$ cat src/rtl/serial_pad_emulator.sv
// Multi-pad 4021-style serial controller emulator: synchronises core latch/pulse
// strobes, loads and shifts per-pad registers, and reports protocol state for debug.
module serial_pad_emulator #(
  parameter int unsigned NUM_PADS      = 2,
  parameter int unsigned BITS          = 8,
  parameter logic        FILL          = 1'b1,
  parameter bit          ACTIVE_LOW    = 1'b1,
  parameter bit          SHIFT_ON_RISE = 1'b1,
  parameter int unsigned SYNC_STAGES   = 2
) (
  input  logic                     clk_sys,
  input  logic                     reset,
  input  logic [NUM_PADS*BITS-1:0] pad_buttons,
  input  logic [NUM_PADS-1:0]      pad_enable,
  input  logic                     latch,
  input  logic                     pulse,
  output logic [NUM_PADS-1:0]      data_out,
  output logic [1:0]               state,
  output logic [7:0]               read_count,
  output logic                     overrun
);

  localparam int unsigned CNT_W = 8;

  typedef enum logic [1:0] {
    ST_IDLE     = 2'd0,
    ST_LOADING  = 2'd1,
    ST_SHIFTING = 2'd2,
    ST_DONE     = 2'd3
  } state_t;

  state_t                         state_q, state_d;
  logic [SYNC_STAGES-1:0]         latch_sync, pulse_sync;
  logic                           latch_prev, pulse_prev;
  logic                           latch_s, pulse_s;
  logic                           latch_fall, pulse_edge, shift_en;
  logic [NUM_PADS-1:0][BITS-1:0]  sr_q;
  logic [CNT_W-1:0]               read_count_q;
  logic                           overrun_q;

  // Strobe synchronisers plus previous-value registers for edge detection
  always_ff @(posedge clk_sys) begin
    if (reset) begin
      latch_sync <= '0;
      pulse_sync <= '0;
      latch_prev <= 1'b0;
      pulse_prev <= 1'b0;
    end else begin
      latch_sync <= {latch_sync[SYNC_STAGES-2:0], latch};
      pulse_sync <= {pulse_sync[SYNC_STAGES-2:0], pulse};
      latch_prev <= latch_s;
      pulse_prev <= pulse_s;
    end
  end

  assign latch_s    = latch_sync[SYNC_STAGES-1];
  assign pulse_s    = pulse_sync[SYNC_STAGES-1];
  assign latch_fall = latch_prev & ~latch_s;
  assign pulse_edge = SHIFT_ON_RISE ? (pulse_s & ~pulse_prev) : (~pulse_s & pulse_prev);
  // Latch dominates: a pulse edge coinciding with latch high never shifts
  assign shift_en   = ~latch_s & pulse_edge & ((state_q == ST_SHIFTING) || (state_q == ST_DONE));

  always_ff @(posedge clk_sys) begin
    if (reset) state_q <= ST_IDLE;
    else       state_q <= state_d;
  end

  always_comb begin
    state_d = state_q;
    if (latch_s) begin
      state_d = ST_LOADING;
    end else if (latch_fall && (state_q == ST_LOADING)) begin
      state_d = ST_SHIFTING;
    end else if (shift_en && (state_q == ST_SHIFTING) && (read_count_q == CNT_W'(BITS - 1))) begin
      state_d = ST_DONE;
    end
  end

  // Shift registers, read counter and overrun flag
  always_ff @(posedge clk_sys) begin
    if (reset) begin
      sr_q         <= '0;
      read_count_q <= '0;
      overrun_q    <= 1'b0;
    end else if (latch_s) begin
      for (int unsigned p = 0; p < NUM_PADS; p++) begin
        sr_q[p] <= pad_buttons[p*BITS +: BITS];
      end
      read_count_q <= '0;
      overrun_q    <= 1'b0;
    end else if (shift_en) begin
      for (int unsigned p = 0; p < NUM_PADS; p++) begin
        sr_q[p] <= {FILL, sr_q[p][BITS-1:1]};
      end
      if (read_count_q != {CNT_W{1'b1}}) read_count_q <= read_count_q + CNT_W'(1);
      if (state_q == ST_DONE) overrun_q <= 1'b1;
    end
  end

  // Disabled pads present the not-pressed level
  always_comb begin
    data_out = '0;
    for (int unsigned p = 0; p < NUM_PADS; p++) begin
      data_out[p] = (pad_enable[p] & sr_q[p][0]) ^ ACTIVE_LOW;
    end
  end

  assign state      = state_q;
  assign read_count = read_count_q;
  assign overrun    = overrun_q;

endmodule

$ cat config.mk
export PLATFORM = sky130hd
export DESIGN_NAME = serial_pad_emulator
export DESIGN_NICKNAME = d
export VERILOG_FILES = /design/src/rtl/serial_pad_emulator.sv
export SDC_FILE = /design/constraint.sdc
export NUM_CORES = 1
export LEC_CHECK = 0
export CORE_UTILIZATION = 45
export CTS_BUF_LIST = sky130_fd_sc_hd__clkbuf_16
export DETAILED_ROUTE_END_ITERATION = 7
export GPL_ROUTABILITY_DRIVEN = 0
export PLACE_DENSITY_LB_ADDON = 0.08
export SYNTH_ARGS = -nofsm -noshare
export SYNTH_HDL_FRONTEND = slang
export SYNTH_SLANG_ARGS = --single-unit
$ cat constraint.sdc
create_clock -name clk_sys -period 1.7 [get_ports clk_sys]
set_clock_uncertainty 0.05 [all_clocks]
set_input_delay 0.425 -clock clk_sys [delete_from_list [all_inputs] [get_ports clk_sys]]
set_output_delay 0.425 -clock clk_sys [all_outputs]
set_load 0.02 [all_outputs]
==> results of run 1 <==
-- sequential cells by signal (all words and copies together), names as in the netlist --
| signal | count |
|---|---|
| state | 2 |
| sr_q | 16 |
| pulse_prev | 1 |
| overrun | 1 |
| latch_sync | 2 |
| pulse_sync | 2 |
| latch_prev | 1 |
| read_count | 8 |
-- per-layer routing --
| metal | track usage [%] | share of wire, % | vias up |
|---|---|---|---|
| li1 | - | - | 645 |
| met1 | 24.8 | 45 | 610 |
| met3 | 5.80 | 5.1 | 8 |
| met2 | 33.2 | 48 | 44 |
| met5 | 0 | 0 | - |
| met4 | 11.9 | 2.5 | 0 |
-- layout by cell type (no fill, tap or decap), types with 4 or more instances in the layout --
cell type	instances
sky130_fd_sc_hd__a21oi_1	19
sky130_fd_sc_hd__a22oi_1	14
sky130_fd_sc_hd__buf_4	7
sky130_fd_sc_hd__clkbuf_16	5
sky130_fd_sc_hd__clkdlybuf4s50_1	21
sky130_fd_sc_hd__dfxtp_1	33
sky130_fd_sc_hd__dlygate4sd2_1	9
sky130_fd_sc_hd__nand2_1	9
sky130_fd_sc_hd__nand3_1	17
sky130_fd_sc_hd__nor2_1	6
sky130_fd_sc_hd__nor2b_1	5
sky130_fd_sc_hd__nor3_1	4
-- power groups by stage --
stage	sequential (mW)	combinational, mW	clock [mW]
after floorplan	0.820	0.0491	0
after global placement	0.819	0.112	0
after detailed placement	0.820	0.115	0
after CTS	0.804	0.115	1.01
after global routing	0.806	0.123	1.04
final	0.804	0.113	0.996
-- cell type report --
cell class	instances	area (um2)	share of cell area (%)
sequential	33	661	34.8
multi-input combinational	107	653	34.4
clock buffer	5	125	6.59
clock inverter	3	37.5	1.98
timing repair buffer	41	377	19.8
tap	31	38.8	2.04
inverter	2	7.51	0.395
-- metrics by stage --
stage | setup TNS [ns] | instance area (um2) | std cells | hold slack, ns | setup slack, ns
floorplan | 0 | 1400 | 155 | 0.364 | 0.266
global placement | -0.502 | 1750 | 214 | 0.366 | -0.251
detailed placement | -0.495 | 1750 | 214 | 0.378 | -0.250
CTS | 0 | 1900 | 222 | 0.389 | 0.000615
global route | 0 | 1900 | 222 | 0.408 | 0.0856
finish | 0 | 1900 | 222 | 0.386 | 0.135
-- cells in the mapped netlist, types with 2 or more instances --
| cell | count | area [um2] |
|---|---|---|
| sky130_fd_sc_hd__clkbuf_1 | 3 | 11.3 |
| sky130_fd_sc_hd__nor4_1 | 2 | 12.5 |
| sky130_fd_sc_hd__o21ai_0 | 3 | 15.0 |
| sky130_fd_sc_hd__buf_2 | 6 | 30.0 |
| sky130_fd_sc_hd__nor2b_1 | 5 | 31.3 |
| sky130_fd_sc_hd__nor3_1 | 4 | 20.0 |
| sky130_fd_sc_hd__a21oi_1 | 19 | 95.1 |
| sky130_fd_sc_hd__nand4_1 | 3 | 18.8 |
| sky130_fd_sc_hd__nor2_1 | 6 | 22.5 |
| sky130_fd_sc_hd__and2_1 | 3 | 18.8 |
| sky130_fd_sc_hd__and3_1 | 3 | 18.8 |
| sky130_fd_sc_hd__dfxtp_1 | 33 | 661 |
| sky130_fd_sc_hd__nand3_1 | 17 | 85.1 |
| sky130_fd_sc_hd__nand2_1 | 9 | 33.8 |
| sky130_fd_sc_hd__mux2i_1 | 2 | 20.0 |
| sky130_fd_sc_hd__a22oi_1 | 14 | 105 |
| sky130_fd_sc_hd__buf_4 | 3 | 22.5 |
| sky130_fd_sc_hd__a31oi_1 | 3 | 18.8 |
-- timing repair --
action | 4_1_cts | 5_1_grt
endpoints found under the setup margin | 11 | 4
gates resized for setup | 13 | 4
pin swaps | 0 | 0
hold buffers | 0 | 0
hold endpoints to repair | 0 | 0
-- worst paths after layout --
path | startpoint | to | slack (ns) | cells after the start
max | read_count[4] | read_count[4] | 0.13 | 1
min | pulse_sync[0] | pulse_sync[1] | 0.39 | 1
max reg2reg | state[1] | read_count[2] | 0.16 | 4
min reg2reg | pulse_sync[0] | pulse_sync[1] | 0.39 | 1
-- logic make-up after synthesis --
kind of cell | after synthesis | share of synthesized area (%)
AND/OR/NAND/NOR | 56 | 21.3
AO/OA/AOI/OAI | 48 | 23.1
flip-flops | 33 | 47.3
buffers and inverters | 15 | 5.91
multiplexers | 2 | 1.43
adder cells (fa/ha/maj) | 1 | 0.896
==> results summary, run 1 <==
The total congestion overflow came out at 0. The number of flops mapped to enable cells by yosys came out at 0. The leakage power came out at between 0.7 and 0.8 nW.

The top-level I/O count is 35. Setup repair after global routing left no endpoint under its margin. The core region is 2850 um2. The ratio of cells with drive above 1 in the final layout came out at under 10%.

The remaining max-slew budget at the tightest pin came out at slightly below 80%. The overall track demand over capacity in global routing is between 20% and 30%. The main flop type after synthesis is sky130_fd_sc_hd__dfxtp_1.

The number of max-cap violations is 0. The final routed wire length divided by cell count came out at roughly 14 um. The latest clock arrival within the worst-skew pair came out at roughly 0.28 ns. The worst supply voltage drop on vdd came out at about 0.00086 V.

The sort of element at the start of the critical path is a flip-flop. The share of total power in the clock network is a little over half. The delay of the slowest cell on the worst path came out at 0.44 ns. The share of total power in combinational logic came out at roughly 6%. The data required time of the worst path is roughly 1.2 ns.

The initial standard-cell utilization of the core came out at between 40% and 50%. The final number of hold-violating endpoints is 0. The routed layout has around 1300 vias. For the pin with the worst max-slew slack, the measured transition is approximately 0.34 ns. CTS saw 33 sinks.

The register area share after synthesis is a little under half. The count of unique library cells instantiated by Yosys came out at 35. Relative to the synthesized area, the layout overhead comes to 36.0%. The synthesized design contains 33 register bits. The critical path is of the reg -> out type. In this run the worst hold path is classified as reg -> reg. In this run the power spent charging and discharging nets is between 0.3 and 0.4 mW. The final-report max-slew violation count is 0. The average size of a mapped cell is about 9 um2.

The first-pass iteration count of the detailed router is 6. The number of design-rule violations left by the first detailed-router iteration came out at 100. The number of buffers created by CTS is 5. For this run, design rule violations remaining after detail routing come to 2.

The via count normalized by instance count is roughly 5.9. Cell internal power was estimated by the tool at ~1.5 mW. The number of antenna diodes in the final layout is 0. For this design, the slowest cell found on the critical path is sky130_fd_sc_hd__dfxtp_1. STA classifies the critical path endpoint as an output port. The achievable frequency is 639 MHz.

The TritonCTS clock tree is built. The count of buffer and inverter cells on the critical path is 1. The switching fraction of total power came out at between 10% and 20%. The number of standard-cell rows in the floorplan is 19. The floorplan step defined a die boundary enclosing around 3300 um2. Of all flip-flops after synthesis, the portion carrying an async set or reset was 0%. The share of total power dissipated in sequential elements is 42.0%. Measured along the y axis, the die boundary spans approximately 58 um. The first global-routing pass estimated 5150 um of wire. The final reports fail on design-rule violations.

The signal on the critical path passes through dlygate4sd2_1. The final cell utilization of the core is 66.6%. The number of nets in the synthesized netlist is 178. The maximum fanout encountered on the critical timing path came out at 8.

The completed layout was analyzed and its total power is between 1.5 and 2 mW. Setup violations remaining at the end of the flow were counted as 0. After detailed routing, the total wire length is ~3200 um. The clock-pin slew of the registers on the worst-case setup and hold paths came out at 0.05 ns. The net count of the finished layout came out at around 210. The warning count from the yosys run is 0.

The time the final worst path needs with I/O delays and setup is 1.57 ns. The maximum clock path buffer count is 2. At the worst endpoint, the arrival time is 1.09 ns. The via count of the first global-routing pass came to between 1000 and 1500.

The share of the clock period used by the worst path after layout is roughly 92%. The width of the die came out at 57.7 um. The number of antenna violations at the first check in global routing came out at 0. The number of antenna-violating nets in the routed design came out at 0. The post-synthesis instance total is 155. After synthesis the cells add up to about 1400 um2. The number of buffers inserted by port buffering is 34. Among cell families on the critical path, the largest total delay comes from flip-flops. The run finished, with violations left.

The largest net degree at the start of global routing came out at 23. The maximum level of the CTS H-tree came out at 2. The number of fill cells in the layout is around 250. The power density relative to cell area is 1010 nW/um2. The number of buffers added for setup after CTS came out at 0.

Clock tree synthesis selected as its root buffer the cell sky130_fd_sc_hd__clkbuf_16. The total half-perimeter wirelength after legalization and detailed placement came out at 2100 um.
Note: power is estimated with default switching activity, not from simulation.
==> run 2: changes to the inputs <==
REMOVE_ABC_BUFFERS = 1   (was not set)
==> results summary, run 2 (synthesis gave the netlist of run 1 again) <==
TritonCTS built the clock tree. The length of routed met2 wiring came to 1350 um (-11%). The number of buffers inserted by port buffering is 34 (unchanged).

The number of design-rule violations left by the first detailed-router iteration is 66 (-34%). The core outline area is 2850 um2 (unchanged). The worst supply voltage drop on vdd is 0.000732 V (-15%). The path depth of the worst reg2reg path came out at 4 (unchanged). The overall die area came out at 3330 um2 (unchanged). The remaining max-slew budget at the tightest pin is 77.3% (-0.20 points).

The maximum level of the CTS H-tree is 2 (unchanged). The reg-to-reg startpoint is state[1]. The achievable frequency came out at 598 MHz (-6.3%).

Leaving out fill and tap cells, the most frequent cell in the layout is sky130_fd_sc_hd__dfxtp_1. STA classifies the critical path startpoint as a primary input. The final worst hold slack is 0.407 ns (+0.0210 ns).

The worst hold path startpoint is pulse_sync[0]. The via count normalized by instance count is 5.68 (-3.5%). The net count of the finished layout came out at 215 (+0.94%).

The clock-pin slew of the registers on the worst-case setup and hold paths was 0.05 ns (about the same). The initial standard-cell utilization of the core came out at 48.9% (unchanged). The total instance count after detailed placement came to 216 (+0.93%). The number of max-cap violations came out at 0 (unchanged). The top-level I/O count is 35 (unchanged). The DRC violation count after routing is 1 (-1).

The largest net degree at the start of global routing came out at 23 (unchanged). The leakage power came out at 0.742 nW (+0.53%). The final cell utilization of the core came to 66.4% (-0.13 points). More flip-flops sit in one register than any other, and that register is sr_q. The overall power of the completed layout came to 1.75 mW (-8.6%). The critical path starts at pad_enable[0].

The number of instances on the worst hold path came to 1 (unchanged). Signal routing reaches up to met4. The endpoint with the worst hold slack is pulse_sync[1].

The capturing element type of the critical path is an output port. In this run the critical register-to-register path is captured at sr_q[7]. The number of standard-cell rows in the floorplan came out at 19 (unchanged). The root buffer cell chosen for the clock tree is sky130_fd_sc_hd__clkbuf_16.

The number of antenna violations at the first check in global routing is 0 (unchanged). The number of clock sinks came to 33 (unchanged). The via count of the first global-routing pass came out at 1123 (-7.0%). The total negative slack for setup checks came out at 0 ns (unchanged).

The transition time of the tightest slew-check pin is 0.340 ns (+0.00307 ns). The vias after detailed routing came out at 1273 (-2.6%). The routed metal-1 wire length is 1470 um (+3.2%).

The power density relative to cell area is 923 nW/um2 (-8.4%). The final routed wire length divided by cell count came out at 13.6 um (-4.7%). The time the final worst path needs with I/O delays and setup was 1.67 ns (+0.106 ns). The share of the clock period used by the worst path after layout is 98.3% (+6.2 points). The path type of the worst setup path is in -> out.

The first-pass GRT wire length was 4980 um (-3.2%). The number of failing setup endpoints in the final timing report came out at 0 (unchanged). The number of buffers added for setup after CTS is 0 (unchanged).

The amount of wire on met3 after detailed routing is 198 um (+22%). The vertical extent of the die is 57.7 um (unchanged). In this run the worst hold path is classified as reg -> reg. The maximum clock path buffer count came out at 2 (unchanged). The final non-filler cell total is 224 (+0.90%). The setup slack of the worst register-to-register path is 0.22 ns (+0.06 ns). The latest clock arrival within the worst-skew pair is 0.27 ns (about the same).

The final-report max-slew violation count was 0 (unchanged). The flow ran to the end, but the final reports show violations. The number of buffers created by CTS is 5 (unchanged). The library cells used most frequently in the layout, excluding fill and tap cells, are sky130_fd_sc_hd__dfxtp_1 (33), sky130_fd_sc_hd__clkdlybuf4s50_1 (21), sky130_fd_sc_hd__a21oi_1 (19). The first-pass iteration count of the detailed router is 6 (unchanged). The overall track demand over capacity in global routing came out at 19.6% (-1.0 points). The data arrival at the endpoint of the critical path is 1.20 ns (+0.11 ns). The ratio of cells with drive above 1 in the final layout is 10.9% (+0.93 points).

The data required time of the worst path came out at 1.22 ns (about the same). The maximum fanout encountered on the critical timing path came out at 1 (-7). The area growth from synthesis to layout came out at 35.8%. Setup repair after global routing left no endpoint under its margin. The checks that failed: design-rule violations. The number of antenna-violating nets in the routed design is 0 (unchanged).

The count of antenna diodes in the layout came out at 0 (unchanged). The total half-perimeter wirelength after legalization and detailed placement came out at 2090 um (-0.75%). The flip-flop count of the largest register, all copies and words added came out at 16 (unchanged). The width of the die is 57.7 um (unchanged). The total detailed-routing wirelength is 3060 um (-3.8%). The total congestion overflow came out at 0 (unchanged). The hold-fix buffer count after cts is 0 (unchanged). The final number of hold-violating endpoints was 0 (unchanged).
[run 2: worst max path at each step]
stage | end | slack [ns] | depth (start not counted)
floorplan | read_count[0] | -0.05 | 3
global placement | data_out[1] | -0.25 | 3
detailed placement | data_out[1] | -0.26 | 3
CTS | read_count[2] | 0.004 | 1
global route | data_out[0] | 0.006 | 3
finish | data_out[0] | 0.03 | 3
[run 2: power by group]
group	switching, mW	leakage (nW)	total (mW)	internal (mW)
combinational	0.0457	0.399	0.112	0.0667
sequential	0.00996	0.268	0.805	0.795
clock	0.302	0.0748	0.832	0.530
total	0.358	0.742	1.75	1.39
[run 2: worst max-delay path, cell delays in order]
cell                              delay, ns
sky130_fd_sc_hd__clkdlybuf4s50_1       0.45
sky130_fd_sc_hd__nand2_1               0.05
sky130_fd_sc_hd__clkdlybuf4s15_1       0.28
[run 2: per-stage QoR]
stage | setup WS, ns | area, um2
after CTS | 0.00414 | 1900
after global routing | 0.00608 | 1900
after detailed placement | -0.256 | 1770
after global placement | -0.250 | 1770
after floorplan | -0.0491 | 1320
final | 0.0290 | 1900
[run 2: final cells by class]
class                   instances  area [um2]
repair buffers                 43         397
flip-flops and latches         33         661
multi-input cells             107         653
clock buffers                   5         125
well taps                      31        38.8
clock inverters                 3        13.8
fillers                       247         957
inverters                       2        7.51
[run 2: repair_timing]
item,4_1_cts,5_1_grt
setup endpoints to repair,11,3
pin swaps,0,0
resized for setup,13,3
[run 2: metal layers]
| layer | up-vias | global-route usage [%] |
|---|---|---|
| met4 | 0 | 8.16 |
| met1 | 583 | 26.1 |
| met5 | - | 0 |
| met2 | 37 | 30.7 |
| met3 | 5 | 4.69 |
| li1 | 648 | - |
==> run 3: changes to the inputs <==
CAP_MARGIN = 20   (was not set)
==> results of run 3 <==
Same layout as run 2: the final DEF is identical, and so are final timing and power.
